File: config.mk
export PLATFORM = sky130hd
export DESIGN_NAME = keccak_xif_ctrl_flat
export DESIGN_NICKNAME = d
export VERILOG_FILES = /design/src/rtl/keccak_xif_ctrl_if.sv /design/src/rtl/keccak_xif_ctrl.sv /design/src/flat_wrapper.sv
export SDC_FILE = /design/constraint.sdc
export NUM_CORES = 1
export LEC_CHECK = 0
export ABC_AREA = 1
export BUFFER_PORTS_ARGS = -buffer_cell sky130_fd_sc_hd__buf_2
export CORE_MARGIN = 4
export CORE_UTILIZATION = 46
export CTS_CLUSTER_SIZE = 8
export DETAILED_ROUTE_END_ITERATION = 12
export GPL_TIMING_DRIVEN = 0
export PLACE_DENSITY = 0.76
export SLEW_MARGIN = 30
export SYNTH_ARGS = -nofsm -noshare
export SYNTH_HDL_FRONTEND = slang
export SYNTH_SLANG_ARGS = --single-unit
File: constraint.sdc
create_clock -name clk_i -period 1.5 [get_ports clk_i]
set_clock_uncertainty 0.05 [all_clocks]
set_input_delay 0.15 -clock clk_i [delete_from_list [all_inputs] [get_ports clk_i]]
set_output_delay 0.15 -clock clk_i [all_outputs]
set_load 0.01 [all_outputs]
File: src/rtl/keccak_xif_ctrl_if.sv
// ----------------------------------------------------------------------------
// keccak_xif_ctrl_if
//
// Purpose : Bundles the X-interface style offload signals between a RISC-V
//           core, the Keccak offload controller and the Keccak-f permutation
//           core into one interface.
//
// Modports:
//   master - environment side (core + permutation core): drives the issue,
//            commit and result-ready signals and the permutation done pulse.
//   slave  - keccak_xif_ctrl: drives issue ready/accept/writeback, the
//            permutation start pulse and the result transaction.
//
// Signals (direction as seen from the controller):
//   issue_valid_i / issue_ready_o       issue handshake
//   issue_instr_i [31:0]                offloaded instruction word
//   issue_id_i    [ID_WIDTH-1:0]        id of the offered instruction
//   issue_accept_o / issue_writeback_o  decode response
//   commit_valid_i / commit_id_i / commit_kill_i   commit or kill
//   perm_start_o / perm_done_i          permutation core pulses
//   result_valid_o / result_ready_i     result handshake
//   result_id_o / result_rd_o / result_data_o / result_we_o  result payload
// ----------------------------------------------------------------------------
interface keccak_xif_ctrl_if #(
  parameter int ID_WIDTH = 4
);

  logic                issue_valid_i;
  logic                issue_ready_o;
  logic [31:0]         issue_instr_i;
  logic [ID_WIDTH-1:0] issue_id_i;
  logic                issue_accept_o;
  logic                issue_writeback_o;

  logic                commit_valid_i;
  logic [ID_WIDTH-1:0] commit_id_i;
  logic                commit_kill_i;

  logic                perm_start_o;
  logic                perm_done_i;

  logic                result_valid_o;
  logic                result_ready_i;
  logic [ID_WIDTH-1:0] result_id_o;
  logic [4:0]          result_rd_o;
  logic [31:0]         result_data_o;
  logic                result_we_o;

  modport master (
    output issue_valid_i, issue_instr_i, issue_id_i,
    output commit_valid_i, commit_id_i, commit_kill_i,
    output perm_done_i, result_ready_i,
    input  issue_ready_o, issue_accept_o, issue_writeback_o,
    input  perm_start_o,
    input  result_valid_o, result_id_o, result_rd_o, result_data_o, result_we_o
  );

  modport slave (
    input  issue_valid_i, issue_instr_i, issue_id_i,
    input  commit_valid_i, commit_id_i, commit_kill_i,
    input  perm_done_i, result_ready_i,
    output issue_ready_o, issue_accept_o, issue_writeback_o,
    output perm_start_o,
    output result_valid_o, result_id_o, result_rd_o, result_data_o, result_we_o
  );

endinterface

File: src/rtl/keccak_xif_ctrl.sv
// ----------------------------------------------------------------------------
// keccak_xif_ctrl
//
// Purpose : Offload controller for a single KECCAK_F instruction. Decodes the
//           offered instruction, waits for the core to commit it, launches
//           the Keccak-f permutation core with a one-cycle start pulse,
//           counts the permutation cycles and returns that count as the
//           instruction result.
//
// Ports:
//   clk_i  - clock, all state changes on the rising edge
//   rst_i  - asynchronous active-high reset, returns the controller to IDLE
//   xif    - keccak_xif_ctrl_if.slave (issue / commit / permutation / result)
//
// Parameters:
//   OPCODE      - major opcode of the Keccak instructions (custom-0)
//   FUNCT3_PERM - funct3 of the KECCAK_F permutation instruction
//   ID_WIDTH    - instruction id width (must match the interface)
//   CNT_WIDTH   - permutation cycle counter width (at most 32)
// ----------------------------------------------------------------------------
module keccak_xif_ctrl #(
  parameter logic [6:0] OPCODE      = 7'b0001011,
  parameter logic [2:0] FUNCT3_PERM = 3'b000,
  parameter int         ID_WIDTH    = 4,
  parameter int         CNT_WIDTH   = 16
) (
  input logic              clk_i,
  input logic              rst_i,
  keccak_xif_ctrl_if.slave xif
);

  typedef enum logic [1:0] {
    IDLE,
    WAIT_COMMIT,
    RUN,
    RESP
  } state_e;

  state_e              r_state;
  logic                r_issue_ready;
  logic                r_perm_start;
  logic                r_result_valid;
  logic                r_result_we;
  logic [ID_WIDTH-1:0] r_result_id;
  logic [4:0]          r_result_rd;
  logic [31:0]         r_result_data;

  // Instruction context captured at issue time.
  logic [ID_WIDTH-1:0] r_id;
  logic [4:0]          r_rd;
  logic                r_wb;

  logic [CNT_WIDTH-1:0] r_cnt;

  logic                 w_accept;
  logic                 w_writeback;
  logic                 w_issue_hs;
  logic                 w_commit_hit;
  logic [CNT_WIDTH-1:0] w_cnt_inc;

  // Decode is purely combinational so the core gets its answer in the same
  // cycle it offers the instruction.
  assign w_accept    = (xif.issue_instr_i[6:0] == OPCODE) &&
                       (xif.issue_instr_i[14:12] == FUNCT3_PERM);
  assign w_writeback = w_accept && (xif.issue_instr_i[11:7] != 5'd0);
  assign w_issue_hs  = xif.issue_valid_i && r_issue_ready;

  assign w_commit_hit = xif.commit_valid_i && (xif.commit_id_i == r_id);

  // Saturating increment: the reported count sticks at all-ones rather than
  // wrapping to a misleadingly small number.
  assign w_cnt_inc = (r_cnt == {CNT_WIDTH{1'b1}}) ? r_cnt : r_cnt + 1'b1;

  // NOTE: every register here is assigned with <= so all of them update
  // together from the values present before the edge; the default arm and
  // the unconditional clear of r_perm_start keep each branch fully specified.
  always_ff @(posedge clk_i or posedge rst_i) begin
    if (rst_i) begin
      r_state        <= IDLE;
      r_issue_ready  <= 1'b1;
      r_perm_start   <= 1'b0;
      r_result_valid <= 1'b0;
      r_result_we    <= 1'b0;
      r_result_id    <= '0;
      r_result_rd    <= '0;
      r_result_data  <= '0;
      r_id           <= '0;
      r_rd           <= '0;
      r_wb           <= 1'b0;
      r_cnt          <= '0;
    end else begin
      // Start is a single-cycle pulse; it is only raised on the commit edge.
      r_perm_start <= 1'b0;

      case (r_state)
        IDLE: begin
          // Non-Keccak instructions complete the handshake but are rejected
          // and leave the controller untouched.
          if (w_issue_hs && w_accept) begin
            r_id          <= xif.issue_id_i;
            r_rd          <= xif.issue_instr_i[11:7];
            r_wb          <= w_writeback;
            r_issue_ready <= 1'b0;
            r_state       <= WAIT_COMMIT;
          end
        end

        WAIT_COMMIT: begin
          // Commits for other in-flight ids belong to other units.
          if (w_commit_hit) begin
            if (xif.commit_kill_i) begin
              r_issue_ready <= 1'b1;
              r_state       <= IDLE;
            end else begin
              r_perm_start <= 1'b1;
              r_cnt        <= '0;
              r_state      <= RUN;
            end
          end
        end

        RUN: begin
          // The counter advances in every RUN cycle, start cycle included,
          // so the reported value is the number of RUN cycles up to and
          // including the one in which done arrived.
          r_cnt <= w_cnt_inc;
          if (xif.perm_done_i) begin
            r_result_data  <= 32'(w_cnt_inc);
            r_result_id    <= r_id;
            r_result_rd    <= r_rd;
            r_result_we    <= r_wb;
            r_result_valid <= 1'b1;
            r_state        <= RESP;
          end
        end

        RESP: begin
          // Payload registers are frozen here until the core takes them.
          if (xif.result_ready_i) begin
            r_result_valid <= 1'b0;
            r_issue_ready  <= 1'b1;
            r_state        <= IDLE;
          end
        end

        default: begin
          r_issue_ready <= 1'b1;
          r_state       <= IDLE;
        end
      endcase
    end
  end

  assign xif.issue_ready_o     = r_issue_ready;
  assign xif.issue_accept_o    = w_accept;
  assign xif.issue_writeback_o = w_writeback;
  assign xif.perm_start_o      = r_perm_start;
  assign xif.result_valid_o    = r_result_valid;
  assign xif.result_id_o       = r_result_id;
  assign xif.result_rd_o       = r_result_rd;
  assign xif.result_data_o     = r_result_data;
  assign xif.result_we_o       = r_result_we;

endmodule

File: src/flat_wrapper.sv
// flat-port wrapper written by rule: the top's interface ports become plain ports
module keccak_xif_ctrl_flat 
#(
  parameter logic [6:0] OPCODE      = 7'b0001011,
  parameter logic [2:0] FUNCT3_PERM = 3'b000,
  parameter int         ID_WIDTH    = 4,
  parameter int         CNT_WIDTH   = 16
)
  (clk_i, rst_i, xif_issue_valid_i, xif_issue_instr_i, xif_issue_id_i, xif_commit_valid_i, xif_commit_id_i, xif_commit_kill_i, xif_perm_done_i, xif_result_ready_i, xif_issue_ready_o, xif_issue_accept_o, xif_issue_writeback_o, xif_perm_start_o, xif_result_valid_o, xif_result_id_o, xif_result_rd_o, xif_result_data_o, xif_result_we_o);
  keccak_xif_ctrl_if #(.ID_WIDTH(ID_WIDTH)) xif_i ();
  input logic clk_i;
  input logic rst_i;
  input wire logic [$bits(xif_i.issue_valid_i)-1:0] xif_issue_valid_i;
  input wire logic [$bits(xif_i.issue_instr_i)-1:0] xif_issue_instr_i;
  input wire logic [$bits(xif_i.issue_id_i)-1:0] xif_issue_id_i;
  input wire logic [$bits(xif_i.commit_valid_i)-1:0] xif_commit_valid_i;
  input wire logic [$bits(xif_i.commit_id_i)-1:0] xif_commit_id_i;
  input wire logic [$bits(xif_i.commit_kill_i)-1:0] xif_commit_kill_i;
  input wire logic [$bits(xif_i.perm_done_i)-1:0] xif_perm_done_i;
  input wire logic [$bits(xif_i.result_ready_i)-1:0] xif_result_ready_i;
  output wire logic [$bits(xif_i.issue_ready_o)-1:0] xif_issue_ready_o;
  output wire logic [$bits(xif_i.issue_accept_o)-1:0] xif_issue_accept_o;
  output wire logic [$bits(xif_i.issue_writeback_o)-1:0] xif_issue_writeback_o;
  output wire logic [$bits(xif_i.perm_start_o)-1:0] xif_perm_start_o;
  output wire logic [$bits(xif_i.result_valid_o)-1:0] xif_result_valid_o;
  output wire logic [$bits(xif_i.result_id_o)-1:0] xif_result_id_o;
  output wire logic [$bits(xif_i.result_rd_o)-1:0] xif_result_rd_o;
  output wire logic [$bits(xif_i.result_data_o)-1:0] xif_result_data_o;
  output wire logic [$bits(xif_i.result_we_o)-1:0] xif_result_we_o;
  assign xif_i.issue_valid_i = xif_issue_valid_i;
  assign xif_i.issue_instr_i = xif_issue_instr_i;
  assign xif_i.issue_id_i = xif_issue_id_i;
  assign xif_i.commit_valid_i = xif_commit_valid_i;
  assign xif_i.commit_id_i = xif_commit_id_i;
  assign xif_i.commit_kill_i = xif_commit_kill_i;
  assign xif_i.perm_done_i = xif_perm_done_i;
  assign xif_i.result_ready_i = xif_result_ready_i;
  assign xif_issue_ready_o = xif_i.issue_ready_o;
  assign xif_issue_accept_o = xif_i.issue_accept_o;
  assign xif_issue_writeback_o = xif_i.issue_writeback_o;
  assign xif_perm_start_o = xif_i.perm_start_o;
  assign xif_result_valid_o = xif_i.result_valid_o;
  assign xif_result_id_o = xif_i.result_id_o;
  assign xif_result_rd_o = xif_i.result_rd_o;
  assign xif_result_data_o = xif_i.result_data_o;
  assign xif_result_we_o = xif_i.result_we_o;
  keccak_xif_ctrl #(.OPCODE(OPCODE), .FUNCT3_PERM(FUNCT3_PERM), .ID_WIDTH(ID_WIDTH), .CNT_WIDTH(CNT_WIDTH)) u_core (.clk_i(clk_i), .rst_i(rst_i), .xif(xif_i));
endmodule
==> qor.txt, run 1 <==
outcome: finished, violations left
failing checks: setup timing
Area contributors post-synth: dfrtp_1 (47%), nand2_1 (18%), inv_1 (5.6%)
Slowest-stage cell, CP: dfrtp_1
DRT iter0 DRCs: 199
Routed WL per cell: 12.3 µm
Sw Share: 0.391
htree depth: 3
cells after synthesis: 390
clk slew on worst S/H paths: 0.07 ns
CTS tree: done
CTS Buf Count: 9
CP Cell Sequence: ha_4 > nand2_4 > nor2_4 > inv_2 > nor2_4 > nand3_4 > buf_6 > nand2_4 > o21ai_4 > nand2_1 > o21ai_1
Fin. Hold Viols: 0
clk sink count: 57
fin. max-slew vios: 0
CORE AREA: 0.00631 mm²
GP Congestion: 0.954
WP data required: 1.68 ns
Pwr Total: 6.20 mW
maximum clock rate: 648 MHz
FILL cells: 541
row count: 29
startpoint types: flop
CTS root buffer: clkbuf_8
Area Growth Syn to Fin: 33.9%
Yosys top cell area share: 0.472
Buf/Inv on CP: 2
Placed Cells: 543
cell taking the most area after synthesis: dfrtp_1
Final nets: 546
placement-stage cell area: 0.00346 mm²
clock latency on the worst-skew pair: 0.34 ns
largest net degree at the start of global routing: 31
final worst path period need: 1.54 ns
Multi-input gate area: 0.00138 mm²
Crit path max-delay family: simple AND/OR/NAND/NOR gates
Routed Antenna Nets: 0
count leader, synth: nand2_1
DIE AREA: 0.00781 mm²
DRT Wirelength: 7.16 mm
Reg area: 0.00143 mm²
die width: 88.4 µm
Flop pwr share: 0.390
synth unique cells: 32
DR pass1 iterations: 8
Net Sw Power: 2.43 mW
Async S/R FF share, synth: 1.00
Die Ht: 88.4 µm
max_slew headroom: 0.577
peak supply drop: 0.739 mV
RSZ-0062 raised after global routing: yes
final setup fails: 15
Remaining Overflow, GRT: 0
share of the yosys chip area belonging to registers: 0.480
pwr dens: 1560 mW/mm²
vias per inst: 4.84
fin area: 0.00398 mm²
Ant. Diodes: 0
global-route wire length before repair: 12.0 mm
Avg Cell Area, Syn: 7.62 µm²
crit path DAT: 1.72 ns
GRT Total Usage: 0.199
Port-buffer cells: 60
layout cells sized above 1: 0.326
I/O Pins: 94
EDFF count, synth: 0
leakage power: 2.17 nW
# DRC: 0
Synth top cells by count: nand2_1 (145), dfrtp_1 (56), inv_1 (44)
Clock Power Share: 0.232
initial core utilization: 0.471
vias in the first global route: 2,733
Detailed Place HPWL: 5.02 mm
setup ws final: -0.0432 ns
Crit. End Element: flop
CP Class: reg2reg
Internal Pwr Total: 3.78 mW
Mapped Area: 0.00297 mm²
final period utilization: 1.03
initial antenna violation count: 0
Slew @ Worst Pin: 0.634 ns
Clock Path Buffers: 2
worst hold path type: in2reg
Yosys warnings: 0
CP max FO: 5
max cap viols: 0
post-route insts no fill: 580
Critical Path Max Stage Delay: 0.39 ns
synthesized flop and latch total: 57
DR vias: 2,810
Util after Layout: 0.630
Setup TNS: -0.243 ns
Comb pwr share: 0.378
Top FF cell, synth: dfrtp_1
routing by layer:
metal	vias to the layer above	share of wire	track usage
met3	12	0.078	0.0568
met4	0	0.017	0.0783
met2	101	0.49	0.347
li1	1400	-	-
met1	1297	0.42	0.232
met5	-	0	0
cell usage in the layout, fill, tap and decap left out, types with 2 or more instances in the layout:
cell,Yosys,routed
dfrtp_2,0,5
xor2_1,5,4
dfrtp_1,56,51
o21ai_2,2,3
nand3_1,21,19
nor2_2,1,2
inv_6,0,3
o21ai_0,30,21
clkinvlp_4,0,5
inv_1,44,37
clkbuf_2,0,3
nand2_4,0,3
o21a_1,2,2
clkbuf_8,0,9
dlygate4sd3_1,0,6
o21ai_1,3,10
buf_4,16,32
inv_2,3,7
buf_6,1,3
conb_1,1,16
nor2_4,3,6
nand3_2,1,2
nor2_1,20,16
nor3_1,5,3
nand2_1,145,140
nand4_1,7,7
nor3_2,3,4
buf_2,5,62
nand2_2,2,4
registers in the layout, summed over array words and instances (netlist names), 4 cells and up, named ones only:
register,flops
u_core.r_cnt,16
u_core.xif.result_rd_o,5
u_core.r_id,4
u_core.xif.result_data_o,16
u_core.xif.result_id_o,4
u_core.r_rd,5
area by class of cell:
| type | instances | area share |
|---|---|---|
| Sequential cell | 57 | 0.360 |
| Clock inverter | 7 | 0.0195 |
| Multi-Input combinational cell | 275 | 0.346 |
| Inverter | 47 | 0.0472 |
| Tap cell | 77 | 0.0242 |
| Buffer | 26 | 0.0468 |
| Clock buffer | 9 | 0.0311 |
| Timing Repair Buffer | 82 | 0.125 |
cells by family after synthesis:
family | after synthesis | synth area share
AO/OA/AOI/OAI | 40 | 0.0724
XOR/XNOR | 6 | 0.0177
adder cells (fa/ha/maj) | 1 | 0.00421
buffers and inverters | 73 | 0.117
flip-flops | 57 | 0.480
other | 1 | 0.00126
AND/OR/NAND/NOR | 212 | 0.307
worst paths after layout:
check                           slack (ns)                                  start  cells past startpoint                                    end
max in group asynchronous             0.45                                  rst_i                      4            u_core.r_cnt[0]$_DFFE_PP0P_
worst max-delay path                 -0.04            u_core.r_cnt[1]$_DFFE_PP0P_                     11            u_core.r_cnt[1]$_DFFE_PP0P_
worst min-delay path                  0.02                  xif_issue_instr_i[10]                      3             u_core.r_rd[3]$_DFFE_PP0P_
worst min register to register        0.42  u_core.xif.result_rd_o[3]$_DFFE_PP0P_                      2  u_core.xif.result_rd_o[3]$_DFFE_PP0P_
min in group asynchronous             0.39                                  rst_i                      3          u_core.r_state[0]$_DFFE_PP0P_
worst max register to register       -0.04            u_core.r_cnt[1]$_DFFE_PP0P_                     11            u_core.r_cnt[1]$_DFFE_PP0P_
what timing repair did:
action	CTS	global route
buffers inserted	8	5
hold endpoints to repair	31	0
setup endpoints to repair	39	51
pin swaps	4	9
hold buffers	6	0
cloned	1	1
resized for setup	25	35
stage by stage:
step | hold WS [ns] | setup slack [ns]
after detailed placement | 0.221 | -0.261
after global routing | 0.0359 | -0.160
after global placement | 0.351 | -0.241
final | 0.0153 | -0.0432
after floorplan | 0.186 | -0.0310
after CTS | 0.00279 | -0.0498
worst reg2reg max path, delay by kind of cell (launching register included):
kind            cells  cell delay (ns)
compound gates      2             0.11
fa+ha+maj           1             0.16
buf+inv             2             0.22
flops               1             0.39
simple gates        6             0.50
power by group through the flow:
stage               sequential, mW  combinational, mW  clock (mW)
CTS                           2.40               2.15        1.48
floorplan                     2.46               1.25           0
global route                  2.48               2.61        1.56
global placement              2.41               1.86           0
finish                        2.42               2.35        1.44
detailed placement            2.42               1.92           0
No activity file was read; power rests on OpenSTA's default activity.
==> inputs of run 2 (changes only) <==
==> constraint.sdc (replaced) <==
create_clock -name clk_i -period 1.5 [get_ports clk_i]
set_clock_uncertainty 0.05 [all_clocks]
set_input_delay 0.45 -clock clk_i [delete_from_list [all_inputs] [get_ports clk_i]]
set_output_delay 0.45 -clock clk_i [all_outputs]
set_load 0.01 [all_outputs]
==> qor.txt, run 2 (same netlist as run 1, synthesis figures left out) <==
final setup fails: 27 (was 15)
CTS Buf Count: 9 (unchanged)
Hold Slack: 0.296 ns (was 0.0153 ns)
initial core utilization: 0.471 (unchanged)
GRT Total Usage: 0.208 (was 0.199)
fin area: 0.00424 mm² (was 0.00398 mm²)
vias in the first global route: 2,841 (was 2,733)
Ant. Diodes: 0 (unchanged)
RSZ-0062 raised after global routing: yes (unchanged)
peak supply drop: 0.745 mV (was 0.739 mV)
startpoint types: flop (unchanged)
CTS tree: done (unchanged)
leakage power: 2.29 nW (was 2.17 nW)
I/O Pins: 94 (unchanged)
die width: 88.4 µm (unchanged)
# DRC: 0 (unchanged)
Crit. End Element: flop (unchanged)
commonest non-fill, non-tap cell in the layout: nand2_1 (unchanged)
final period utilization: 1.12 (was 1.03)
largest net degree at the start of global routing: 29 (was 31)
Setup TNS: -2.53 ns (was -0.243 ns)
CP max FO: 5 (unchanged)
Area Growth Syn to Fin: 42.5% (was 33.9%)
worst hold path type: in2reg (unchanged)
layout cells sized above 1: 0.393 (was 0.326)
clk slew on worst S/H paths: 0.07 ns (about the same)
Final nets: 547 (was 546)
pwr dens: 1560 mW/mm² (about the same)
CORE AREA: 0.00631 mm² (unchanged)
crit path DAT: 1.91 ns (was 1.72 ns)
setup ws final: -0.183 ns (was -0.0432 ns)
DIE AREA: 0.00781 mm² (unchanged)
placement-stage cell area: 0.00348 mm² (was 0.00346 mm²)
Port-buffer cells: 60 (unchanged)
clock latency on the worst-skew pair: 0.34 ns (about the same)
maximum clock rate: 594 MHz (was 648 MHz)
Fin. Hold Viols: 0 (unchanged)
vias per inst: 4.89 (was 4.84)
Detailed Place HPWL: 5.06 mm (was 5.02 mm)
most frequent cells in the layout: nand2_1 (129), buf_2 (56), dfrtp_1 (50) (was nand2_1 (140), buf_2 (62), dfrtp_1 (51))
Routed Antenna Nets: 0 (unchanged)
fin. max-slew vios: 0 (unchanged)
Routed WL per cell: 13.7 µm (was 12.3 µm)
max cap viols: 0 (unchanged)
CTS root buffer: clkbuf_8 (unchanged)
GP Congestion: 0.973 (was 0.954)
DRT iter0 DRCs: 146 (was 199)
global-route wire length before repair: 12.4 mm (was 12.0 mm)
Util after Layout: 0.671 (was 0.630)
final worst path period need: 1.68 ns (was 1.54 ns)
failing checks: setup timing (unchanged)
clk sink count: 57 (unchanged)
initial antenna violation count: 0 (unchanged)
DR vias: 2,840 (was 2,810)
Pwr Total: 6.62 mW (was 6.20 mW)
Clock Path Buffers: 2 (unchanged)
Remaining Overflow, GRT: 0 (unchanged)
DRT Wirelength: 7.97 mm (was 7.16 mm)
DR pass1 iterations: 5 (was 8)
WP data required: 1.72 ns (was 1.68 ns)
Die Ht: 88.4 µm (unchanged)
CP Class: reg2reg (unchanged)
row count: 29 (unchanged)
outcome: finished, violations left (unchanged)
htree depth: 3 (unchanged)
run 2: final timing paths:
path	start	to	slack, ns	cells past startpoint
hold / removal	xif_issue_id_i[1]	u_core.r_id[1]$_DFFE_PP0P_	0.30	3
setup / recovery	u_core.r_cnt[1]$_DFFE_PP0P_	u_core.r_cnt[1]$_DFFE_PP0P_	-0.18	10
hold reg to reg	u_core.xif.result_rd_o[3]$_DFFE_PP0P_	u_core.xif.result_rd_o[3]$_DFFE_PP0P_	0.42	2
min in group asynchronous	rst_i	u_core.r_state[0]$_DFFE_PP0P_	0.49	3
setup reg to reg	u_core.r_cnt[1]$_DFFE_PP0P_	u_core.r_cnt[1]$_DFFE_PP0P_	-0.18	10
max in group asynchronous	rst_i	u_core.r_cnt[2]$_DFFE_PP0P_	0.34	5
run 2: critical path, stage by stage, from the launching register on:
cell and delay (ns):
dfrtp_1 0.41, ha_4 0.17, nand2_4 0.06, nor2_4 0.11, inv_2 0.06, nor2_4 0.13
nand3_4 0.17, buf_8 0.19, o21ai_2 0.14, nand2_1 0.06, o21ai_1 0.07
run 2: per-layer routing:
metal  GRT usage  part of all wire  vias up  wire (µm)
li1            -                 -     1405          -
met1       0.236              0.39     1298       3150
met2       0.356              0.52      115       4120
met3      0.0456             0.062       22        491
met4       0.130             0.026        0        205
met5           0                 0        -          0
run 2: layout make-up:
cell class / instances / area (µm²)
clock inverter: 6 / 66.3
inverter: 47 / 185
buffer: 26 / 195
fill: 512 / 2080
clock buffer: 10 / 138
sequential: 57 / 1440
timing repair buffer: 83 / 572
multi-input combinational: 275 / 1550
tap: 77 / 96.3
run 2: repair_timing:
action,4_1_cts,5_1_grt
pin swaps,18,17
hold endpoints to repair,2,0
endpoints found under the setup margin,42,56
gates resized for setup,54,54
hold buffers,1,0
buffers inserted,11,8
cloned,2,0
run 2: power breakdown:
part,leakage (nW),switching [mW],internal [mW],total (mW)
clock network,0.0949,0.679,0.814,1.49
logic,1.46,1.57,1.11,2.69
registers,0.738,0.417,2.02,2.44
run 2: per-stage QoR:
stage               setup slack, ns  instances
floorplan                   -0.0670        405
global placement             -0.286        542
detailed placement           -0.303        544
CTS                          -0.187        574
global route                 -0.250        581
finish                       -0.183        581
